--- config.mk ---
export PLATFORM = sky130hd
export DESIGN_NAME = gmii_tx_64_to_8_flat
export DESIGN_NICKNAME = d
export VERILOG_FILES = /design/src/rtl/gmii_tx_64_to_8_if.sv /design/src/rtl/gmii_tx_64_to_8.sv /design/src/flat_wrapper.sv
export SDC_FILE = /design/constraint.sdc
export NUM_CORES = 1
export LEC_CHECK = 0
export CAP_MARGIN = 10
export CORE_ASPECT_RATIO = 0.8
export CORE_MARGIN = 5
export CORE_UTILIZATION = 55
export CTS_CLUSTER_DIAMETER = 60
export DETAILED_ROUTE_END_ITERATION = 16
export GPL_ROUTABILITY_DRIVEN = 0
export HOLD_SLACK_MARGIN = 0.15
export PLACE_DENSITY = 0.81
export RECOVER_POWER = 25
export SYNTH_ARGS = -nofsm -noshare
export SYNTH_HDL_FRONTEND = slang
export SYNTH_SLANG_ARGS = --single-unit
export TNS_END_PERCENT = 20
--- constraint.sdc ---
create_clock -name gmii_clk -period 3.4 [get_ports gmii_clk]
set_input_delay 0.34 -clock gmii_clk [delete_from_list [all_inputs] [get_ports gmii_clk]]
set_output_delay 0.34 -clock gmii_clk [all_outputs]
set_load 0.02 [all_outputs]
--- src/rtl/gmii_tx_64_to_8_if.sv ---
`default_nettype none
// ============================================================================
//  Module      : gmii_tx_64_to_8_if
//  Description : AXI-Stream beat bundle feeding the 64-to-8 GMII transmitter.
//                master = frame source (MAC TX datapath), slave = transmitter.
//  Signals     : tdata  - frame data, byte 0 in bits [7:0] goes first
//                tkeep  - byte enables, meaningful on the tlast beat only
//                tvalid - beat valid
//                tready - beat accepted when tvalid && tready
//                tlast  - last beat of frame
//                tuser  - on the tlast beat: frame is bad
//  Revision    : 1.0 - initial release
// ============================================================================
interface gmii_tx_64_to_8_if #(
   parameter int DATA_WIDTH = 64,
   parameter int KEEP_WIDTH = DATA_WIDTH / 8
);
   logic [DATA_WIDTH-1:0] tdata;
   logic [KEEP_WIDTH-1:0] tkeep;
   logic                  tvalid;
   logic                  tready;
   logic                  tlast;
   logic                  tuser;

   modport master (output tdata, tkeep, tvalid, tlast, tuser, input tready);
   modport slave  (input tdata, tkeep, tvalid, tlast, tuser, output tready);
endinterface
`default_nettype wire

--- src/rtl/gmii_tx_64_to_8.sv ---
`default_nettype none
// ============================================================================
//  Module      : gmii_tx_64_to_8
//  Description : Serialises 64-bit AXI-Stream frames onto an 8-bit GMII TX
//                interface. Generates preamble/SFD, pads short frames,
//                appends the CRC-32 FCS and enforces the inter-frame gap.
//  Ports       : gmii_clk     - transmit clock, rising edge
//                resetn       - asynchronous active-low reset
//                s_axis       - AXI-Stream slave (gmii_tx_64_to_8_if.slave)
//                gmii_txd     - registered transmit data
//                gmii_tx_en   - registered transmit enable
//                gmii_tx_er   - registered transmit error
//                er_underflow - one-cycle pulse when the source starves
//                               mid-frame
//  Revision    : 1.0 - initial release
// ============================================================================
module gmii_tx_64_to_8 #(
   parameter int GMII_DATA_W    = 8,
   parameter int DATA_WIDTH     = 64,
   parameter int KEEP_WIDTH     = DATA_WIDTH / 8,
   parameter bit ENABLE_PADDING = 1'b1,
   parameter int MIN_FRAME_LEN  = 60,
   parameter int IFG_LEN        = 12
) (
   input  wire                     gmii_clk,
   input  wire                     resetn,
   gmii_tx_64_to_8_if.slave        s_axis,
   output logic [GMII_DATA_W-1:0]  gmii_txd,
   output logic                    gmii_tx_en,
   output logic                    gmii_tx_er,
   output logic                    er_underflow
);

   localparam logic [15:0] MIN_LEN_C  = 16'(MIN_FRAME_LEN);
   localparam logic [15:0] IFG_LAST_C = 16'(IFG_LEN - 1);

   typedef enum logic [2:0] {
      ST_IDLE      = 3'd0,
      ST_PREAMBLE  = 3'd1,
      ST_PAYLOAD   = 3'd2,
      ST_PAD       = 3'd3,
      ST_FCS       = 3'd4,
      ST_UNDERFLOW = 3'd5,
      ST_DISCARD   = 3'd6,
      ST_IFG       = 3'd7
   } state_t;

   // Reflected CRC-32 (poly 0x04C11DB7 -> 0xEDB88320), one byte per call.
   function automatic logic [31:0] crc_step(input logic [31:0] crc_in, input logic [7:0] data_in);
      logic [31:0] r;
      r = crc_in ^ {24'd0, data_in};
      for (int i = 0; i < 8; i++) begin
         r = r[0] ? ((r >> 1) ^ 32'hEDB88320) : (r >> 1);
      end
      return r;
   endfunction

   state_t                  state_q, state_d;
   logic [DATA_WIDTH-1:0]   hold_data_q, hold_data_d;
   logic [KEEP_WIDTH-1:0]   hold_keep_q, hold_keep_d;
   logic                    hold_last_q, hold_last_d;
   logic                    hold_user_q, hold_user_d;
   logic [2:0]              ptr_q, ptr_d;
   logic [15:0]             byte_cnt_q, byte_cnt_d;
   logic [31:0]             crc_q, crc_d;
   logic [15:0]             cnt_q, cnt_d;
   logic [GMII_DATA_W-1:0]  gmii_txd_q, gmii_txd_d;
   logic                    gmii_tx_en_q, gmii_tx_en_d;
   logic                    gmii_tx_er_q, gmii_tx_er_d;
   logic                    er_underflow_q, er_underflow_d;

   logic                    tready_w;
   logic                    load_w;
   logic [2:0]              last_idx_w;
   logic                    keep_run_w;
   logic [GMII_DATA_W-1:0]  byte_sel_w;
   logic [15:0]             byte_cnt_inc_w;
   logic [31:0]             crc_inv_w;

   // Index of the final valid byte on a tlast beat: length of the run of ones
   // in tkeep starting at bit 0, minus one. An all-zero keep still sends one
   // byte, which falls out naturally from the default of 0.
   always_comb begin
      last_idx_w = 3'd0;
      keep_run_w = hold_keep_q[0];
      for (int i = 1; i < KEEP_WIDTH; i++) begin
         keep_run_w = keep_run_w & hold_keep_q[i];
         if (keep_run_w) begin
            last_idx_w = 3'(i);
         end
      end
   end

   assign byte_sel_w     = hold_data_q[ptr_q*GMII_DATA_W +: GMII_DATA_W];
   assign byte_cnt_inc_w = (byte_cnt_q == 16'hFFFF) ? byte_cnt_q : byte_cnt_q + 16'd1;
   assign crc_inv_w      = ~crc_q;

   // Next-state and next-output logic. Outputs are registered, so each state
   // computes what the wire must carry on the following cycle.
   always_comb begin
      state_d        = state_q;
      hold_data_d    = hold_data_q;
      hold_keep_d    = hold_keep_q;
      hold_last_d    = hold_last_q;
      hold_user_d    = hold_user_q;
      ptr_d          = ptr_q;
      byte_cnt_d     = byte_cnt_q;
      crc_d          = crc_q;
      cnt_d          = cnt_q;
      gmii_txd_d     = '0;
      gmii_tx_en_d   = 1'b0;
      gmii_tx_er_d   = 1'b0;
      er_underflow_d = 1'b0;
      tready_w       = 1'b0;
      load_w         = 1'b0;

      case (state_q)
         ST_IDLE: begin
            tready_w = 1'b1;
            if (s_axis.tvalid) begin
               load_w       = 1'b1;
               crc_d        = 32'hFFFFFFFF;
               ptr_d        = 3'd0;
               byte_cnt_d   = 16'd0;
               cnt_d        = 16'd1;
               gmii_txd_d   = GMII_DATA_W'(8'h55);
               gmii_tx_en_d = 1'b1;
               state_d      = ST_PREAMBLE;
            end
         end

         ST_PREAMBLE: begin
            gmii_tx_en_d = 1'b1;
            if (cnt_q == 16'd7) begin
               gmii_txd_d = GMII_DATA_W'(8'hD5);
               cnt_d      = 16'd0;
               state_d    = ST_PAYLOAD;
            end else begin
               gmii_txd_d = GMII_DATA_W'(8'h55);
               cnt_d      = cnt_q + 16'd1;
            end
         end

         ST_PAYLOAD: begin
            gmii_tx_en_d = 1'b1;
            gmii_txd_d   = byte_sel_w;
            crc_d        = crc_step(crc_q, byte_sel_w);
            byte_cnt_d   = byte_cnt_inc_w;
            ptr_d        = ptr_q + 3'd1;
            if (hold_last_q) begin
               if (ptr_q == last_idx_w) begin
                  ptr_d = 3'd0;
                  cnt_d = 16'd0;
                  if (ENABLE_PADDING && (byte_cnt_inc_w < MIN_LEN_C)) begin
                     state_d = ST_PAD;
                  end else begin
                     state_d = ST_FCS;
                  end
               end
            end else if (ptr_q == 3'd7) begin
               // Reload window: the next beat must be here now, or the wire
               // would have a hole in it.
               tready_w = 1'b1;
               if (s_axis.tvalid) begin
                  load_w = 1'b1;
               end else begin
                  state_d = ST_UNDERFLOW;
               end
            end
         end

         ST_PAD: begin
            gmii_tx_en_d = 1'b1;
            crc_d        = crc_step(crc_q, 8'h00);
            byte_cnt_d   = byte_cnt_inc_w;
            if (!(byte_cnt_inc_w < MIN_LEN_C)) begin
               cnt_d   = 16'd0;
               state_d = ST_FCS;
            end
         end

         ST_FCS: begin
            gmii_tx_en_d = 1'b1;
            gmii_tx_er_d = hold_user_q;
            gmii_txd_d   = GMII_DATA_W'(crc_inv_w[cnt_q[1:0]*8 +: 8]);
            if (cnt_q[1:0] == 2'd3) begin
               cnt_d   = 16'd0;
               state_d = ST_IFG;
            end else begin
               cnt_d = cnt_q + 16'd1;
            end
         end

         ST_UNDERFLOW: begin
            // Corrupt the partial frame so the far end discards it.
            gmii_tx_en_d   = 1'b1;
            gmii_tx_er_d   = 1'b1;
            er_underflow_d = 1'b1;
            cnt_d          = 16'd0;
            state_d        = hold_last_q ? ST_IFG : ST_DISCARD;
         end

         ST_DISCARD: begin
            tready_w = 1'b1;
            if (s_axis.tvalid && s_axis.tlast) begin
               cnt_d   = 16'd0;
               state_d = ST_IFG;
            end
         end

         ST_IFG: begin
            if (cnt_q == IFG_LAST_C) begin
               cnt_d   = 16'd0;
               state_d = ST_IDLE;
            end else begin
               cnt_d = cnt_q + 16'd1;
            end
         end

         default: begin
            state_d = ST_IDLE;
         end
      endcase

      if (load_w) begin
         hold_data_d = s_axis.tdata;
         hold_keep_d = s_axis.tkeep;
         hold_last_d = s_axis.tlast;
         hold_user_d = s_axis.tuser;
      end
   end

   always_ff @(posedge gmii_clk or negedge resetn) begin
      if (!resetn) begin
         state_q        <= ST_IDLE;
         hold_data_q    <= '0;
         hold_keep_q    <= '0;
         hold_last_q    <= 1'b0;
         hold_user_q    <= 1'b0;
         ptr_q          <= 3'd0;
         byte_cnt_q     <= 16'd0;
         crc_q          <= 32'hFFFFFFFF;
         cnt_q          <= 16'd0;
         gmii_txd_q     <= '0;
         gmii_tx_en_q   <= 1'b0;
         gmii_tx_er_q   <= 1'b0;
         er_underflow_q <= 1'b0;
      end else begin
         state_q        <= state_d;
         hold_data_q    <= hold_data_d;
         hold_keep_q    <= hold_keep_d;
         hold_last_q    <= hold_last_d;
         hold_user_q    <= hold_user_d;
         ptr_q          <= ptr_d;
         byte_cnt_q     <= byte_cnt_d;
         crc_q          <= crc_d;
         cnt_q          <= cnt_d;
         gmii_txd_q     <= gmii_txd_d;
         gmii_tx_en_q   <= gmii_tx_en_d;
         gmii_tx_er_q   <= gmii_tx_er_d;
         er_underflow_q <= er_underflow_d;
      end
   end

   // tready is decoded from state; hold it low while reset is asserted.
   assign s_axis.tready = tready_w & resetn;
   assign gmii_txd      = gmii_txd_q;
   assign gmii_tx_en    = gmii_tx_en_q;
   assign gmii_tx_er    = gmii_tx_er_q;
   assign er_underflow  = er_underflow_q;

endmodule
`default_nettype wire
--- src/flat_wrapper.sv ---
// flat-port wrapper written by rule: the top's interface ports become plain ports
module gmii_tx_64_to_8_flat 
#(
   parameter int GMII_DATA_W    = 8,
   parameter int DATA_WIDTH     = 64,
   parameter int KEEP_WIDTH     = DATA_WIDTH / 8,
   parameter bit ENABLE_PADDING = 1'b1,
   parameter int MIN_FRAME_LEN  = 60,
   parameter int IFG_LEN        = 12
)
  (gmii_clk, resetn, gmii_txd, gmii_tx_en, gmii_tx_er, er_underflow, s_axis_tdata, s_axis_tkeep, s_axis_tvalid, s_axis_tlast, s_axis_tuser, s_axis_tready);
  gmii_tx_64_to_8_if #(.DATA_WIDTH(DATA_WIDTH), .KEEP_WIDTH(KEEP_WIDTH)) s_axis_i ();
  input  wire gmii_clk;
  input  wire resetn;
  output logic [GMII_DATA_W-1:0] gmii_txd;
  output logic gmii_tx_en;
  output logic gmii_tx_er;
  output logic er_underflow;
  input wire logic [$bits(s_axis_i.tdata)-1:0] s_axis_tdata;
  input wire logic [$bits(s_axis_i.tkeep)-1:0] s_axis_tkeep;
  input wire logic [$bits(s_axis_i.tvalid)-1:0] s_axis_tvalid;
  input wire logic [$bits(s_axis_i.tlast)-1:0] s_axis_tlast;
  input wire logic [$bits(s_axis_i.tuser)-1:0] s_axis_tuser;
  output wire logic [$bits(s_axis_i.tready)-1:0] s_axis_tready;
  assign s_axis_i.tdata = s_axis_tdata;
  assign s_axis_i.tkeep = s_axis_tkeep;
  assign s_axis_i.tvalid = s_axis_tvalid;
  assign s_axis_i.tlast = s_axis_tlast;
  assign s_axis_i.tuser = s_axis_tuser;
  assign s_axis_tready = s_axis_i.tready;
  gmii_tx_64_to_8 #(.GMII_DATA_W(GMII_DATA_W), .DATA_WIDTH(DATA_WIDTH), .KEEP_WIDTH(KEEP_WIDTH), .ENABLE_PADDING(ENABLE_PADDING), .MIN_FRAME_LEN(MIN_FRAME_LEN), .IFG_LEN(IFG_LEN)) u_core (.gmii_clk(gmii_clk), .resetn(resetn), .s_axis(s_axis_i), .gmii_txd(gmii_txd), .gmii_tx_en(gmii_tx_en), .gmii_tx_er(gmii_tx_er), .er_underflow(er_underflow));
endmodule
Word level (Yosys, flattened, before mapping)
Cells that the tools add are included.
{ "op_classes": {"addsub": 3, "order_cmp": 1, "n_eq_ne": 24, "n_shift": 2, "n_mux": 67, "bitwise_logic": 26, "reduce_logical": 13} }
{ "op_table": {"columns": ["operator", "n"], "rows": [
  ["32-bit 2-to-1 mux", 17],
  ["13-bit inverter with 14-bit output", 16],
  ["16-bit 2-to-1 mux", 10],
  ["16-bit case mux with 8 select lines", 1],
  ["32-bit case mux with 3 select lines", 1],
  ["64-bit by 7-bit variable part select with 8-bit output", 1],
  ["3-bit 2-to-1 mux", 20],
  ["16-bit by 1-bit adder with 16-bit output, second input constant", 2],
  ["32-bit inverter", 1],
  ["16-bit case mux with 2 select lines", 1],
  ["8-bit case mux with 4 select lines", 1],
  ["32-bit by 6-bit variable part select with 8-bit output", 1],
  ["32-bit by 8-bit XOR with 32-bit output", 1],
  ["3-bit case mux with 8 select lines", 1],
  ["16-bit equality test, second input constant", 1],
  ["16-bit by 3-bit equality test with 1-bit output, second input constant", 1],
  ["16-bit by 4-bit equality test with 1-bit output, second input constant", 1],
  ["16-bit by 6-bit < comparator with 1-bit output, second input constant", 1],
  ["3-bit equality test, second input constant", 5],
  ["2-bit by 1-bit inequality test with 1-bit output, second input constant", 6],
  ["9-bit AND reduction", 1],
  ["1-bit bitwise AND", 8],
  ["1-bit 2-to-1 mux", 8],
  ["8-bit 2-to-1 mux", 1],
  ["other kinds (20)", 29]
]} }
{ "word_totals": {"reg_bits": 155, "input_bits": 77, "out_inout_bits": 12, "elab_cells": 149} }

Logic depth before layout (Yosys ltp)
Gate-level depths: netlist (run 1).
{ "logic_depth": {"depth_word": 19, "depth_mapped": 11, "mapped_depth_nobuf": 9} }

Least setup slack after synthesis (run 1)
No wires, ideal clock.
{ "synth_path": {"path_type": "reg2reg", "start": "register u_core.ptr_q[0]", "end": "register u_core.crc_q[19]", "setup_time_ps": 82, "arrival_time_ps": 2674, "required_time_ps": 3318, "path_slack_ps": 644, "path_stages_with_launch": 10, "n_path_buf": 2, "period_less_slack_ps": 2756, "cell_sequence": "dfrtp_1 -> buf_6 -> buf_6 -> mux4_2 -> o21ai_4 -> xor3_2 -> xor2_2 -> xnor2_1 -> o2111a_1 -> nor3_1"} }
{ "synth_via": {"elab_chain_len": 16, "word_cells_on_any_way": 18, "classes_between": "shift: 1; mux: 9; bitwise: 8"} }
{ "synth_rtl": {"columns": ["element", "line_no", "text"], "rows": [
  ["start, declared", "gmii_tx_64_to_8.sv:63", "logic [2:0] ptr_q, ptr_d;"],
  ["start signal, assigned", "gmii_tx_64_to_8.sv:254", "ptr_q <= ptr_d;"],
  ["64-bit by 7-bit variable part select with 8-bit output *", "gmii_tx_64_to_8.sv:94", "assign byte_sel_w = hold_data_q[ptr_q*GMII_DATA_W +: GMII_DATA_W];"],
  ["32-bit by 8-bit XOR with 32-bit output *", "gmii_tx_64_to_8.sv:51", "r = crc_in ^ {24'd0, data_in};"],
  ["32-bit 2-to-1 mux * (2 in series)", "gmii_tx_64_to_8.sv:53", "r = r[0] ? ((r >> 1) ^ 32'hEDB88320) : (r >> 1);"],
  ["13-bit inverter with 14-bit output (no line)", null, null],
  ["32-bit 2-to-1 mux *", "gmii_tx_64_to_8.sv:53", null],
  ["13-bit inverter with 14-bit output (no line)", null, null],
  ["32-bit 2-to-1 mux * (2 in series)", "gmii_tx_64_to_8.sv:53", null],
  ["13-bit inverter with 14-bit output (no line)", null, null],
  ["32-bit 2-to-1 mux *", "gmii_tx_64_to_8.sv:53", null],
  ["13-bit inverter with 14-bit output (no line)", null, null],
  ["32-bit 2-to-1 mux *", "gmii_tx_64_to_8.sv:53", null],
  ["13-bit inverter with 14-bit output (no line)", null, null],
  ["32-bit 2-to-1 mux *", "gmii_tx_64_to_8.sv:53", null],
  ["32-bit case mux with 3 select lines *", "gmii_tx_64_to_8.sv:117", "case (state_q)"],
  ["end signal, assigned", "gmii_tx_64_to_8.sv:256", "crc_q <= crc_d;"],
  ["end, declared", "gmii_tx_64_to_8.sv:65", "logic [31:0] crc_q, crc_d;"]
]} }
Every way passes the cells marked *; elsewhere a longest branch is shown, timed or not.
A chain may end at the register's enable or synchronous reset.

Worst setup path after layout (run 1)
{ "layout_path": {"start": "register u_core.byte_cnt_q[3]", "end": "register u_core.cnt_q[10]"} }
{ "layout_via": {"elab_chain_len": 5, "word_cells_on_any_way": 6, "classes_between": "add/sub: 1; order compare: 1; eq/ne: 2; mux: 1; reduce/logical: 1"} }
{ "layout_rtl": {"columns": ["element", "line_no", "text"], "rows": [
  ["start, declared", "gmii_tx_64_to_8.sv:64", "logic [15:0] byte_cnt_q, byte_cnt_d;"],
  ["start signal, assigned", "gmii_tx_64_to_8.sv:255", "byte_cnt_q <= byte_cnt_d;"],
  ["16-bit by 1-bit adder with 16-bit output / 16-bit equality test (equally long branches)", "gmii_tx_64_to_8.sv:95", "assign byte_cnt_inc_w = (byte_cnt_q == 16'hFFFF) ? byte_cnt_q : byte_cnt_q + 16'd1;"],
  ["16-bit 2-to-1 mux *", "gmii_tx_64_to_8.sv:95", null],
  ["16-bit by 6-bit < comparator with 1-bit output *", "gmii_tx_64_to_8.sv:176", "if (!(byte_cnt_inc_w < MIN_LEN_C)) begin"],
  ["2-bit inequality test (no line) *", null, null],
  ["5-bit AND reduction (no line) *", null, null],
  ["end signal, assigned", "gmii_tx_64_to_8.sv:257", "cnt_q <= cnt_d;"],
  ["end, declared", "gmii_tx_64_to_8.sv:66", "logic [15:0] cnt_q, cnt_d;"]
]} }
Marked as above.

==> results of run 1 <==
state kept, by name (all words and copies together) (netlist names):
signal / count
u_core.byte_cnt_q: 16
u_core.cnt_q: 16
u_core.crc_q: 32
u_core.er_underflow: 1
u_core.gmii_tx_en: 1
u_core.gmii_tx_er: 1
u_core.gmii_txd: 8
u_core.hold_data_q: 64
u_core.hold_keep_q: 8
u_core.hold_last_q: 1
u_core.hold_user_q: 1
u_core.ptr_q: 3
u_core.state_q: 3
repair_timing:
| action | CTS | global route |
|---|---|---|
| endpoints found under the setup margin | 0 | 1 |
| setup buffers | 0 | 0 |
| gates resized for setup | 0 | 1 |
| hold endpoints to repair | 32 | 0 |
| hold buffers | 1 | 0 |
path summary, 6_finish.rpt:
path	end	cells past startpoint	slack [ns]	start
worst min-delay path	u_core.byte_cnt_q[3]	2	0.39	resetn
worst min register to register	u_core.cnt_q[15]	1	0.50	u_core.cnt_q[15]
min in group gmii_clk	u_core.cnt_q[15]	1	0.50	u_core.cnt_q[15]
worst max register to register	u_core.cnt_q[10]	8	0.17	u_core.byte_cnt_q[3]
max in group asynchronous	u_core.gmii_txd[5]	3	1.41	resetn
worst max-delay path	u_core.cnt_q[10]	8	0.17	u_core.byte_cnt_q[3]
cells in the final DEF, fill, tap and decap left out, types with 9 or more instances in the layout:
master / count
buf_4: 20
inv_1: 12
nand2_1: 56
nand3_1: 20
o21ai_1: 12
nor3_1: 12
xnor2_1: 85
mux4_2: 18
nand2b_1: 9
dfstp_2: 32
nor2_1: 50
o22ai_1: 19
clkdlybuf4s50_1: 87
xor2_1: 39
o21ai_0: 29
clkbuf_16: 17
and3_1: 10
a31oi_1: 13
mux2i_1: 11
dfrtp_1: 123
mux2_2: 77
a21oi_1: 56
routing by layer:
metal	GRT usage (%)	part of all wire (%)
met4	6.07	1.4
met3	5.87	8.5
met2	39.8	46
met5	0	0
met1	34.5	44
cell type report:
type                    instances  area [um^2]  share of cell area (%)
clock buffers                  19          443                    4.16
inverters                      13         48.8                   0.458
flip-flops and latches        155         3920                    36.8
clock inverters                12          116                    1.09
well taps                     215          269                    2.53
repair buffers                111         1070                    10.0
multi-input cells             616         4780                    44.9
metrics by stage:
stage / util (%) / hold slack, ns / cell area [um^2] / cells / worst slack [ns]
floorplan: - / 0.0444 / 8960 / 837 / 0.644
global placement: 63.3 / 0.291 / 10100 / 1109 / 0.341
detailed placement: 63.3 / 0.290 / 10100 / 1109 / 0.305
CTS: 66.9 / 0.400 / 10600 / 1141 / 0.265
global route: 66.9 / 0.451 / 10600 / 1141 / 0.00234
finish: 66.9 / 0.390 / 10600 / 1141 / 0.172
cells by family (layout without fill, tap and decap cells):
| group | Yosys count | in the layout | synth area share, % |
|---|---|---|---|
| mux | 107 | 107 | 15.7 |
| flops | 155 | 155 | 43.7 |
| xor+xnor | 132 | 132 | 14.0 |
| compound gates | 181 | 181 | 12.8 |
| buf+inv | 66 | 155 | 3.07 |
| fa+ha+maj | 5 | 5 | 0.698 |
| simple gates | 191 | 191 | 9.98 |
==> summary.md, run 1 <==
| Metric | Value |
|---|---|
| Status | `complete, no violations` |
| Total clock sinks | `155` |
| Die area | `~19,000 um^2` |
| Layout cell share with drive strength beyond 1 | `21.7%` |
| Row Count | `41` |
| Max-slew headroom | `between 10% and 20%` |
| Predominant post-synthesis flop cell | `dfrtp_1` |
| Crit-path cells | `nand4_1 -> o41ai_2 -> a41o_1 -> a21oi_1 -> and3_1 -> a311o_1 -> a31oi_1 -> a31oi_1` |
| Pre-antenna DRT Iters | `5` |
| Hold Fails Final Rpt | `0` |
| Vias in the first global route | `between 7,000 and 8,000` |
| Mapped Cells | `837` |
| CP top delay family | `compound AO/OA/AOI/OAI gates` |
| Post-synth top cells | `123 x dfrtp_1, 85 x xnor2_1, 77 x mux2_2` |
| Post-layout minimum cycle time | `3.23 ns` |
| RSZ-0062 raised after global routing | `no` |
| CTS max path bufs | `2` |
| Critical path class | `reg -> reg` |
| Via count | `6,914` |
| Post-synth EDFFs | `0` |
| Post-route ant nets | `0` |
| DRC | `0` |
| Most used cell, CP | `a31oi_1` |
| Initial antenna violation count | `0` |
| Synth Cell Area | `8960 um^2` |
| Area grow syn2layout | `18.7%` |
| Io pins | `89` |
| Final #Nets | `996` |
| Via density | `6.06` |
| Clk slew on worst S/H paths | `0.07 ns` |
| Max-cap violations | `0` |
| Synth top area cells | `dfrtp_1 34%, mux2_2 9.7%, dfstp_2 9.4%` |
| Sequential share of the synthesized area | `43.7%` |
| Routed len/inst | `around 20 um` |
| Critical path's slowest cell | `o41ai_2` |
| Clk_skew | `0.00842 ns` |
| CP Data Arrival Time | `3.52 ns` |
| # diodes | `0` |
| Startpoint types | `register` |
| CTS root buf | `clkbuf_16` |
| Starting Density | `56.4%` |
| Tcrit/Tclk final | `a little over nine tenths` |
| Largest net degree at the start of global routing | `73` |
| Worst-Margin Slew | `roughly 1.3 ns` |
| Post-DP HPWL | `15.8 mm` |
| Mean Syn Cell Area | `10.7 um^2` |
| Required time worst endpoint | `3.70 ns` |
| Fillers | `1,182` |
| Die Width | `153 um` |
| DR iter-0 viols | `576` |
| TritonCTS clock tree | `yes` |
| Core ar. | `15,900 um^2` |
| Port Buffers | `between 80 and 90` |
| Die Ht | `124 um` |
| Syn. warnings | `0` |
| Cts bufs inserted | `17` |
| Synthesized flop and latch total | `155` |
| GRT Util Overall | `24.8%` |
| Peak Freq | `slightly above 300 MHz` |
| Skew-Pair Late Insertion Delay | `0.43 ns` |
| Overflow after GRT | `0` |
| Yosys top cell by area | `dfrtp_1` |
| H-tree lvl count | `4` |
| Synth unique cells | `64` |
| Worst-path maximum fanout | `15` |
| First-pass GRT wire length | `37.3 mm` |
| Routed WL | `22.6 mm` |
| Min-Delay Path Class | `in -> async` |
| Syn_nets | `919` |
| Worst setup EP type | `register` |
| Crit path buf inv count | `0` |
| Total negative setup slack | `0 ns` |
| Synth async-reset ratio | `100%` |
| Final setup fails | `0` |
| Post-synth top area share | `about 34%` |
| Slew Viols, Final | `0` |
| Slowest stage delay, CP | `around 0.66 ns` |
| Count leader, synth | `dfrtp_1` |
Power of run 1 is not shown: default switching activity piles up to over one toggle a cycle in this logic, so the estimate is an artifact.
==> run 2, diff against run 1 <==
Settings changed: PLACE_DENSITY 0.81 to 0.78.
Clock period 3.4 ns to 4.2 ns, I/O delays scaled along.
==> run 2 against run 1 <==
Sequential cell count did not move. Non-clock buffer count fell by 7. Utilization fell by 0.23 points. Highest routed layer unchanged. Register-to-register slack improved by 0.59 ns. The run now ends with capacitance limit, slew limit left. Via count fell by 0.55%. Fmax fell by 6.2%. Final area fell by 0.34%. Global-route usage fell by 0.47 points. Clock skew barely moved. Setup slack improved by 0.59 ns. Die area did not move.
==> summary.md, run 2 (synthesized netlist as in run 1, its figures left out) <==
| Metric | Value |
|---|---|
| Total negative setup slack | `0 ns` |
| H-tree lvl count | `4` |
| DR iter-0 viols | `608` |
| Max-slew headroom | `-12.4%` |
| Post-DP HPWL | `15.7 mm` |
| Io pins | `89` |
| GRT busiest layer | `met2` |
| Core ar. | `15,900 um^2` |
| Commonest non-fill, non-tap cell in the layout | `dfrtp_1` |
| First-pass GRT wire length | `between 30 and 40 mm` |
| Critical path class | `reg -> reg` |
| CTS max path bufs | `2` |
| Dpl cell area | `10,000 um^2` |
| CP Data Arrival Time | `3.76 ns` |
| CTS root buf | `clkbuf_16` |
| Largest net degree at the start of global routing | `73` |
| Slowest stage delay, CP | `0.71 ns` |
| Routed len/inst | `19.6 um` |
| Clk slew on worst S/H paths | `0.07 ns` |
| Cts bufs inserted | `17` |
| Peak Freq | `291 MHz` |
| Die Ht | `124 um` |
| RSZ-0062 raised after global routing | `no` |
| WHS Path Cells | `1` |
| Status | `complete, but fails checks` |
| Reg2Reg Launch Point | `u_core.cnt_q[1]` |
| Die Width | `153 um` |
| Via count | `between 6,000 and 7,000` |
| Post-layout minimum cycle time | `3.44 ns` |
| Clk_skew | `0.00870 ns` |
| Die area | `~19,000 um^2` |
| Worst setup EP type | `register` |
| Commonest non-fill, non-tap cells in the layout | `123 x dfrtp_1, 87 x clkdlybuf4s50_1, 85 x xnor2_1, 77 x mux2_2` |
| Worst-Margin Slew | `between 1.5 and 2 ns` |
| Row Count | `41` |
| Startpoint types | `register` |
| Flop2flop setup slack | `0.76 ns` |
| Worst hold start | `u_core.hold_data_q[32]` |
| Area grow syn2layout | `18.3%` |
| DRC | `0` |
| Crit-path cells | `ha_1 -> nor2b_1 -> nand4_1 -> nor3b_1 -> o41a_1 -> o21ai_1 -> a211oi_1 -> a31oi_1 -> a31o_2` |
| Overflow after GRT | `0` |
| Min-Delay Path Class | `reg -> reg` |
| FF/Latch Area | `3920 um^2` |
| Initial antenna violation count | `0` |
| Worst-path maximum fanout | `12` |
| Met1 Resource Use GR | `34.9%` |
| Setup bufs post-CTS | `0` |
| R2R depth | `9` |
| Total clock sinks | `155` |
| Design area | `10,600 um^2` |
| Slew Viols, Final | `133` |
| Tcrit/Tclk final | `81.9%` |
| Routed WL | `22.3 mm` |
| Final #Nets | `just under 1,000` |
| Max reg flops | `64` |
| Final setup fails | `0` |
| Multi-input gate area | `about 4800 um^2` |
| GRT Util Overall | `approximately 24%` |
| Starting Density | `56.4%` |
| Largest Register | `u_core.hold_data_q` |
| Skew-Pair Late Insertion Delay | `between 0.4 and 0.5 ns` |
| Via density | `about 6.1` |
| Critical path's slowest cell | `dfrtp_1` |
| Pre-antenna DRT Iters | `5` |
| Grt met3 use | `slightly above 6%` |
| FF-to-FF End | `u_core.state_q[0]` |
| Port Buffers | `88` |
| Top flop regs | `u_core.hold_data_q: 64 flops, u_core.crc_q: 32 flops` |
| Max-cap violations | `2` |
| Hold Fails Final Rpt | `0` |
| Required time worst endpoint | `4.52 ns` |
| Failing checks | `capacitance limit, slew limit` |
| M2 GR Usage | `37.0%` |
| Vias in the first global route | `6,732` |
| TritonCTS clock tree | `yes` |
| Post-route ant nets | `0` |
| Layout cell share with drive strength beyond 1 | `21.1%` |
| # diodes | `0` |
| Fillers | `1,213` |
| Hold-critical path endpoint | `u_core.hold_data_q[32]` |
run 2: repair_timing:
item | in CTS | in global routing
hold buffers | 1 | 0
resized for setup | 0 | 0
hold endpoints to repair | 24 | 0
run 2: final cells by class:
cell class	instances	area share (%)
tap	215	2.54
inverter	13	0.460
timing repair buffer	104	9.47
clock buffer	17	4.01
clock inverter	15	1.57
sequential	155	36.9
multi-input combinational	616	45.0
run 2: routing by layer:
metal	wire (um)	vias up	part of all wire, %
li1	-	3145	-
met1	10100	3423	45
met2	10200	276	46
met3	1650	32	7.4
met4	391	0	1.8
met5	0	-	0
run 2: worst max-delay path by stage:
stage	start	to	slack [ns]	cells past startpoint
after floorplan	u_core.ptr_q[0]	u_core.crc_q[19]	1.44	9
after global placement	u_core.cnt_q[1]	u_core.state_q[0]	0.97	9
after detailed placement	u_core.cnt_q[1]	u_core.state_q[0]	0.84	9
after CTS	u_core.cnt_q[1]	u_core.state_q[0]	0.78	9
after global routing	resetn	u_core.byte_cnt_q[7]	0.33	3
final	u_core.cnt_q[1]	u_core.state_q[0]	0.76	9
run 2: metrics by stage:
step | hold slack, ns | setup WS (ns) | instances | util [%]
finish | 0.505 | 0.759 | 1135 | 66.7
global route | 0.519 | 0.331 | 1135 | 66.7
global placement | 0.291 | 0.967 | 1102 | 63.0
CTS | 0.405 | 0.776 | 1135 | 66.8
floorplan | 0.124 | 1.44 | 837 | -
detailed placement | 0.291 | 0.836 | 1102 | 63.0
run 2: critical path, delay by kind of cell (launching register included):
family                     cells  cell delay, ns
AOI/OAI and AO/OA              5            1.68
DFF                            1            0.71
and+or+nand+nor                3            0.61
adders and majority gates      1            0.33
Power of run 2 is left out for the same reason.
